--- config.mk ---
export PLATFORM = sky130hd
export DESIGN_NAME = imem_byte_loader
export DESIGN_NICKNAME = d
export VERILOG_FILES = /design/src/rtl/loader_pkg.sv /design/src/rtl/loader_timeout_ctr.sv /design/src/rtl/imem_byte_loader.sv
export SDC_FILE = /design/constraint.sdc
export NUM_CORES = 1
export LEC_CHECK = 0
export CAP_MARGIN = 30
export CORE_ASPECT_RATIO = 0.7
export CORE_MARGIN = 4
export CORE_UTILIZATION = 55
export DETAILED_ROUTE_END_ITERATION = 16
export PLACE_DENSITY = 0.91
export SETUP_SLACK_MARGIN = 0.02
export SLEW_MARGIN = 15
export SYNTH_ARGS = -nofsm -noshare
export SYNTH_HDL_FRONTEND = slang
export SYNTH_HIERARCHICAL = 1
export SYNTH_SLANG_ARGS = --single-unit
--- constraint.sdc ---
create_clock -name clk -period 3.6 [get_ports clk]
set_input_delay 0.54 -clock clk [delete_from_list [all_inputs] [get_ports clk]]
set_output_delay 0.54 -clock clk [all_outputs]
set_load 0.02 [all_outputs]
--- src/rtl/loader_pkg.sv ---
// loader_pkg: shared types and constants for the instruction-memory byte loader.
package loader_pkg;
  localparam int IMEM_AW = 10;
  localparam logic [1:0] ERR_NONE = 2'd0;
  localparam logic [1:0] ERR_LEN = 2'd1;
  localparam logic [1:0] ERR_TIMEOUT = 2'd2;
  typedef enum logic [2:0] {
    S_IDLE, S_CLEAR, S_LEN_LO, S_LEN_HI, S_DATA, S_WRITE, S_DONE, S_ERR
  } loader_state_t;
endpackage

--- src/rtl/loader_timeout_ctr.sv ---
// loader_timeout_ctr: down-counter that flags expiry after TIMEOUT_CYCLES-1 idle run cycles.
module loader_timeout_ctr #(
  parameter int TIMEOUT_CYCLES = 1_000_000
) (
  input  logic clk,
  input  logic rst,
  input  logic clear,
  input  logic run,
  output logic expired
);
  localparam int W = (TIMEOUT_CYCLES > 2) ? $clog2(TIMEOUT_CYCLES) : 1;
  localparam logic [W-1:0] LOAD = W'(TIMEOUT_CYCLES - 1);
  logic [W-1:0] cnt_q, cnt_d;
  always_comb begin
    cnt_d = clear ? LOAD : (run && cnt_q != '0) ? cnt_q - 1'b1 : cnt_q;
    expired = run && !clear && cnt_q == '0;
  end
  always_ff @(posedge clk) begin
    if (!rst) cnt_q <= LOAD;
    else cnt_q <= cnt_d;
  end
endmodule

--- src/rtl/imem_byte_loader.sv ---
// imem_byte_loader: parses a word-count header, packs little-endian bytes into
// 32-bit instruction words and holds the core in reset until the load completes.
module imem_byte_loader
  import loader_pkg::*;
#(
  parameter int TIMEOUT_CYCLES = 1_000_000,
  parameter int IMEM_WORDS = 1024
) (
  input  logic               clk,
  input  logic               rst,
  input  logic               load_start,
  input  logic               in_valid,
  input  logic [7:0]         in_data,
  output logic               in_ready,
  output logic               write_en,
  output logic [IMEM_AW-1:0] write_addr,
  output logic [31:0]        write_data,
  output logic               rst_im,
  output logic               core_hold,
  output logic               load_done,
  output logic               load_err,
  output logic [1:0]         err_code,
  output logic [IMEM_AW:0]   words_loaded
);
  loader_state_t state_q, state_d;
  logic [1:0] err_q, err_d, bidx_q, bidx_d;
  logic [IMEM_AW:0] wl_q, wl_d, count_q, count_d, wl_inc;
  logic [7:0] lo_q, lo_d;
  logic [23:0] pack_q, pack_d;
  logic [31:0] data_q, data_d;
  logic [15:0] len;
  logic xfer, expired;
  assign in_ready = state_q inside {S_LEN_LO, S_LEN_HI, S_DATA};
  assign xfer = in_valid && in_ready;
  assign write_en = state_q == S_WRITE;
  assign write_addr = wl_q[IMEM_AW-1:0];
  assign write_data = data_q;
  assign rst_im = state_q == S_CLEAR;
  assign core_hold = state_q != S_DONE;
  assign load_done = state_q == S_DONE;
  assign load_err = state_q == S_ERR;
  assign err_code = err_q;
  assign words_loaded = wl_q;
  loader_timeout_ctr #(.TIMEOUT_CYCLES(TIMEOUT_CYCLES)) u_tmo (
    .clk(clk),
    .rst(rst),
    .clear(rst_im || xfer),
    .run(in_ready && !in_valid),
    .expired(expired)
  );
  always_comb begin
    state_d = state_q;
    err_d = err_q;
    bidx_d = bidx_q;
    wl_d = wl_q;
    count_d = count_q;
    lo_d = lo_q;
    pack_d = pack_q;
    data_d = data_q;
    len = {in_data, lo_q};
    wl_inc = wl_q + 1'b1;
    case (state_q)
      S_IDLE, S_DONE, S_ERR: state_d = load_start ? S_CLEAR : state_q;
      S_CLEAR: begin
        wl_d = '0;
        bidx_d = '0;
        err_d = ERR_NONE;
        state_d = S_LEN_LO;
      end
      S_LEN_LO: begin
        lo_d = xfer ? in_data : lo_q;
        state_d = xfer ? S_LEN_HI : expired ? S_ERR : state_q;
        err_d = (!xfer && expired) ? ERR_TIMEOUT : err_q;
      end
      S_LEN_HI: begin
        if (xfer) begin
          count_d = len[IMEM_AW:0];
          state_d = (len == 16'd0 || len > 16'(IMEM_WORDS)) ? S_ERR : S_DATA;
          err_d = (state_d == S_ERR) ? ERR_LEN : err_q;
        end else if (expired) begin
          state_d = S_ERR;
          err_d = ERR_TIMEOUT;
        end
      end
      S_DATA: begin
        if (xfer) begin
          pack_d = {in_data, pack_q[23:8]};
          bidx_d = bidx_q + 1'b1;
          data_d = (bidx_q == 2'd3) ? {in_data, pack_q} : data_q;
          state_d = (bidx_q == 2'd3) ? S_WRITE : S_DATA;
        end else if (expired) begin
          state_d = S_ERR;
          err_d = ERR_TIMEOUT;
        end
      end
      S_WRITE: begin
        wl_d = wl_inc;
        state_d = (wl_inc == count_q) ? S_DONE : S_DATA;
      end
      default: state_d = S_IDLE;
    endcase
  end
  always_ff @(posedge clk) begin
    if (!rst) begin
      state_q <= S_IDLE;
      err_q <= ERR_NONE;
      bidx_q <= '0;
      wl_q <= '0;
      count_q <= '0;
      lo_q <= '0;
      pack_q <= '0;
      data_q <= '0;
    end else begin
      state_q <= state_d;
      err_q <= err_d;
      bidx_q <= bidx_d;
      wl_q <= wl_d;
      count_q <= count_d;
      lo_q <= lo_d;
      pack_q <= pack_d;
      data_q <= data_d;
    end
  end
endmodule

==> flow_summary.toml <==
[finish]
layout-drive-gt1-share_pct = 7.703
area_growth_pct = 23.18
fillers = 705
num_antenna_cells = 0
finalNetCount = 734
fin_area_mm2 = 0.006410

[timing]
tightest_slew_ps = 771.6
finalSetupViolations = 0
fin_worst_skew_ps = 10.82
rsz0062_at_grt = "no"
setup_tns_ps = 0
slew_headroom_pct = 48.49
fin_crit_ps = 3239
drv_slew = 0
hold_viol = 0
clock.fmax_mhz = 308.7
period_share_pct = 89.98

[min_path]
hold_path_depth = 2
worstHoldStart = "write_data[27]"
whs_endpoint = "write_data[27]"
hp-class = "reg2reg"

[yosys]
avgSynthCellArea_um2 = 7.790
synthCells = 668
yosysSeqAreaShare_pct = 43.47
synth_edf_count = 0
ys_warn_count = 6
ys_ff_latch = 113
syn_nets = 684
synth_ff_type = "dfxtp_1"
synth.distinct_cells = 60
yosysMostFrequentCell = "nand2_1"
yosysTopAreaCellShare_pct = 43.47
synth-async-reset-ratio_pct = 0
synthTopCellsByArea = "dfxtp_1, nand2_1, a21oi_1, xnor2_1, nor2_1"
synth_area_mm2 = 0.005204
synth_common_cells = "nand2_1, dfxtp_1, a21oi_1"
synth_top_area_cell = "dfxtp_1"

[power_and_ir_drop]
p_leak_nw = 2.147
peakVddDrop_v = 0.0003433
p_per_area_mw_per_mm2 = 465.9

[cts]
clock_path_buffers = 2
post-cts-setup-buffers = 0
clk_pin_slew_ps = 50
cts_sinks = 113
cts_hold_buf = 0
tritoncts = "done"
cts_root_buf = "clkbuf_16"
cts-resized-gates = 0
h-tree-depth = 4
clk_latency_ps = 410
cts_buffers = 17

[detailed_routing]
vias_per_cell = 5.860
detail_route.wirelength_mm = 13.78
remaining_drc_errors = 0
num_vias = 4987
drtPass1Iterations = 5
avgRoutedWirePerCell_um = 16.20
drtIter0Drc = 537
ant_nets = 0

[die]
die_h_um = 89.38
initial_core_util_pct = 56.91
dieArea_mm2 = 0.01111
rows = 29
io_pins = 73
core_area_mm2 = 0.009144
fp.dieW_um = 124.3

[outcome]
outcome = "finished clean"

[worst_setup_path]
r2r_cells = 10
end_kind = "flip-flop"
r2r-end = "err_code[1]"
crit_arrival_ps = 3500
r2r_slack_ps = 360
path_class = "reg2reg"
r2r_start = "u_tmo/cnt_q[10]"
cp.required_ps = 3870
crit_path_start_kind = "flip-flop"
worstPathMaxFanout = 6

[job]
drv_cap = 0

[global_routing]
grt_pass1_wl_mm = 22.72
grt_pass1_vias = 4670
grt_remaining_overflow = 0
grt_use_total_pct = 25.32
grt_max_degree = 49
antenna_found_initial = 0

[placement]
gp_congestion = 0.9304
portBuffers = 72
dp_hpwl_mm = 9.139
placed_area_mm2 = 0.005871
-- flip-flops by register name, summed over array words and instances (netlist names) --
| register | count |
|---|---|
| state_q | 3 |
| lo_q | 8 |
| words_loaded | 11 |
| u_tmo/cnt_q | 20 |
| count_q | 11 |
| pack_q | 24 |
| err_code | 2 |
| write_data | 32 |
| bidx_q | 2 |
-- critical path, cell delays in order, from the launching register on --
cell and delay (ps):
dfxtp_1 340, or4_1 630, nor3_1 500, nand3_1 220, nor3b_1 480, nand3b_1 160, a21oi_1 200, a31oi_1 90
a31oi_1 230, mux2i_1 200, nor2_1 50
-- layout by cell type, fill, tap and decap left out, types with 3 or more instances in the layout --
cell type / count
clkbuf_16: 17
clkinv_2: 4
nor3_1: 18
o2111ai_1: 4
inv_1: 7
nand4_1: 3
a21oi_1: 97
nor2_4: 3
a211oi_1: 3
nor4_1: 7
and2_1: 6
dfxtp_1: 113
o21ai_0: 14
o31ai_1: 5
clkdlybuf4s50_1: 72
nor2_1: 37
buf_4: 9
xnor2_1: 17
nand2b_1: 3
or4_1: 4
nand3_1: 15
and3_1: 3
a21o_1: 3
nand2_1: 190
ha_1: 4
clkbuf_1: 3
a31oi_1: 5
inv_2: 3
xor2_1: 13
-- per-stage QoR --
| step | worst slack (ps) | cells | hold slack [ps] | power (mW) | util, % |
|---|---|---|---|---|---|
| 2_1_floorplan | 958.8 | 668 | 432.1 | 1.393 | - |
| 3_3_place_gp | 774.1 | 823 | 441.5 | 1.438 | 64.20 |
| 3_5_place_dp | 612.1 | 823 | 448.7 | 1.445 | 64.20 |
| 4_1_cts | 449.9 | 851 | 453.3 | 2.992 | 70.10 |
| 5_1_grt | 215.2 | 851 | 478.7 | 3.075 | 70.10 |
| 6_report | 360.7 | 851 | 452.6 | 2.986 | 70.10 |
-- metal layers --
metal / vias to the layer above / track usage, % / part of all wire, % / wire (um)
met2: 232 / 41.18 / 46 / 6382
met5: - / 0 / 0 / 0
met4: 0 / 10.95 / 1.8 / 247
li1: 2368 / - / - / -
met3: 37 / 8.239 / 8.4 / 1155
met1: 2350 / 31.44 / 44 / 5996
-- logic make-up after synthesis --
| logic type | synth area share, % |
|---|---|
| and+or+nand+nor | 26.62 |
| muxes | 0.3847 |
| AOI/OAI and AO/OA | 17.17 |
| xor gates and xnor gates | 5.362 |
| DFF | 43.47 |
| adders and majority gates | 0.9618 |
| buffers and inverters | 6.035 |
-- worst max path at each step --
stage | from | end
2_1_floorplan | u_tmo/cnt_q[10] | err_code[1]
3_3_place_gp | u_tmo/cnt_q[10] | err_code[1]
3_5_place_dp | u_tmo/cnt_q[10] | err_code[1]
4_1_cts | u_tmo/cnt_q[10] | err_code[1]
5_1_grt | state_q[1] | err_code[1]
6_report | u_tmo/cnt_q[10] | err_code[1]
-- report_power, final --
group | internal (mW) | switching, mW
registers | 1.26 | 0.0160
clock network | 1.01 | 0.543
logic | 0.0494 | 0.104
-- final cells by class --
class	instances	area (um2)	area share, %
multi-input cells	495	2628	40.99
flip-flops and latches	113	2262	35.29
repair buffers	81	788.3	12.30
clock buffers	21	450.4	7.027
well taps	124	155.1	2.420
clock inverters	7	88.84	1.386
inverters	10	37.54	0.5856
(Power assumes the default switching activity.)
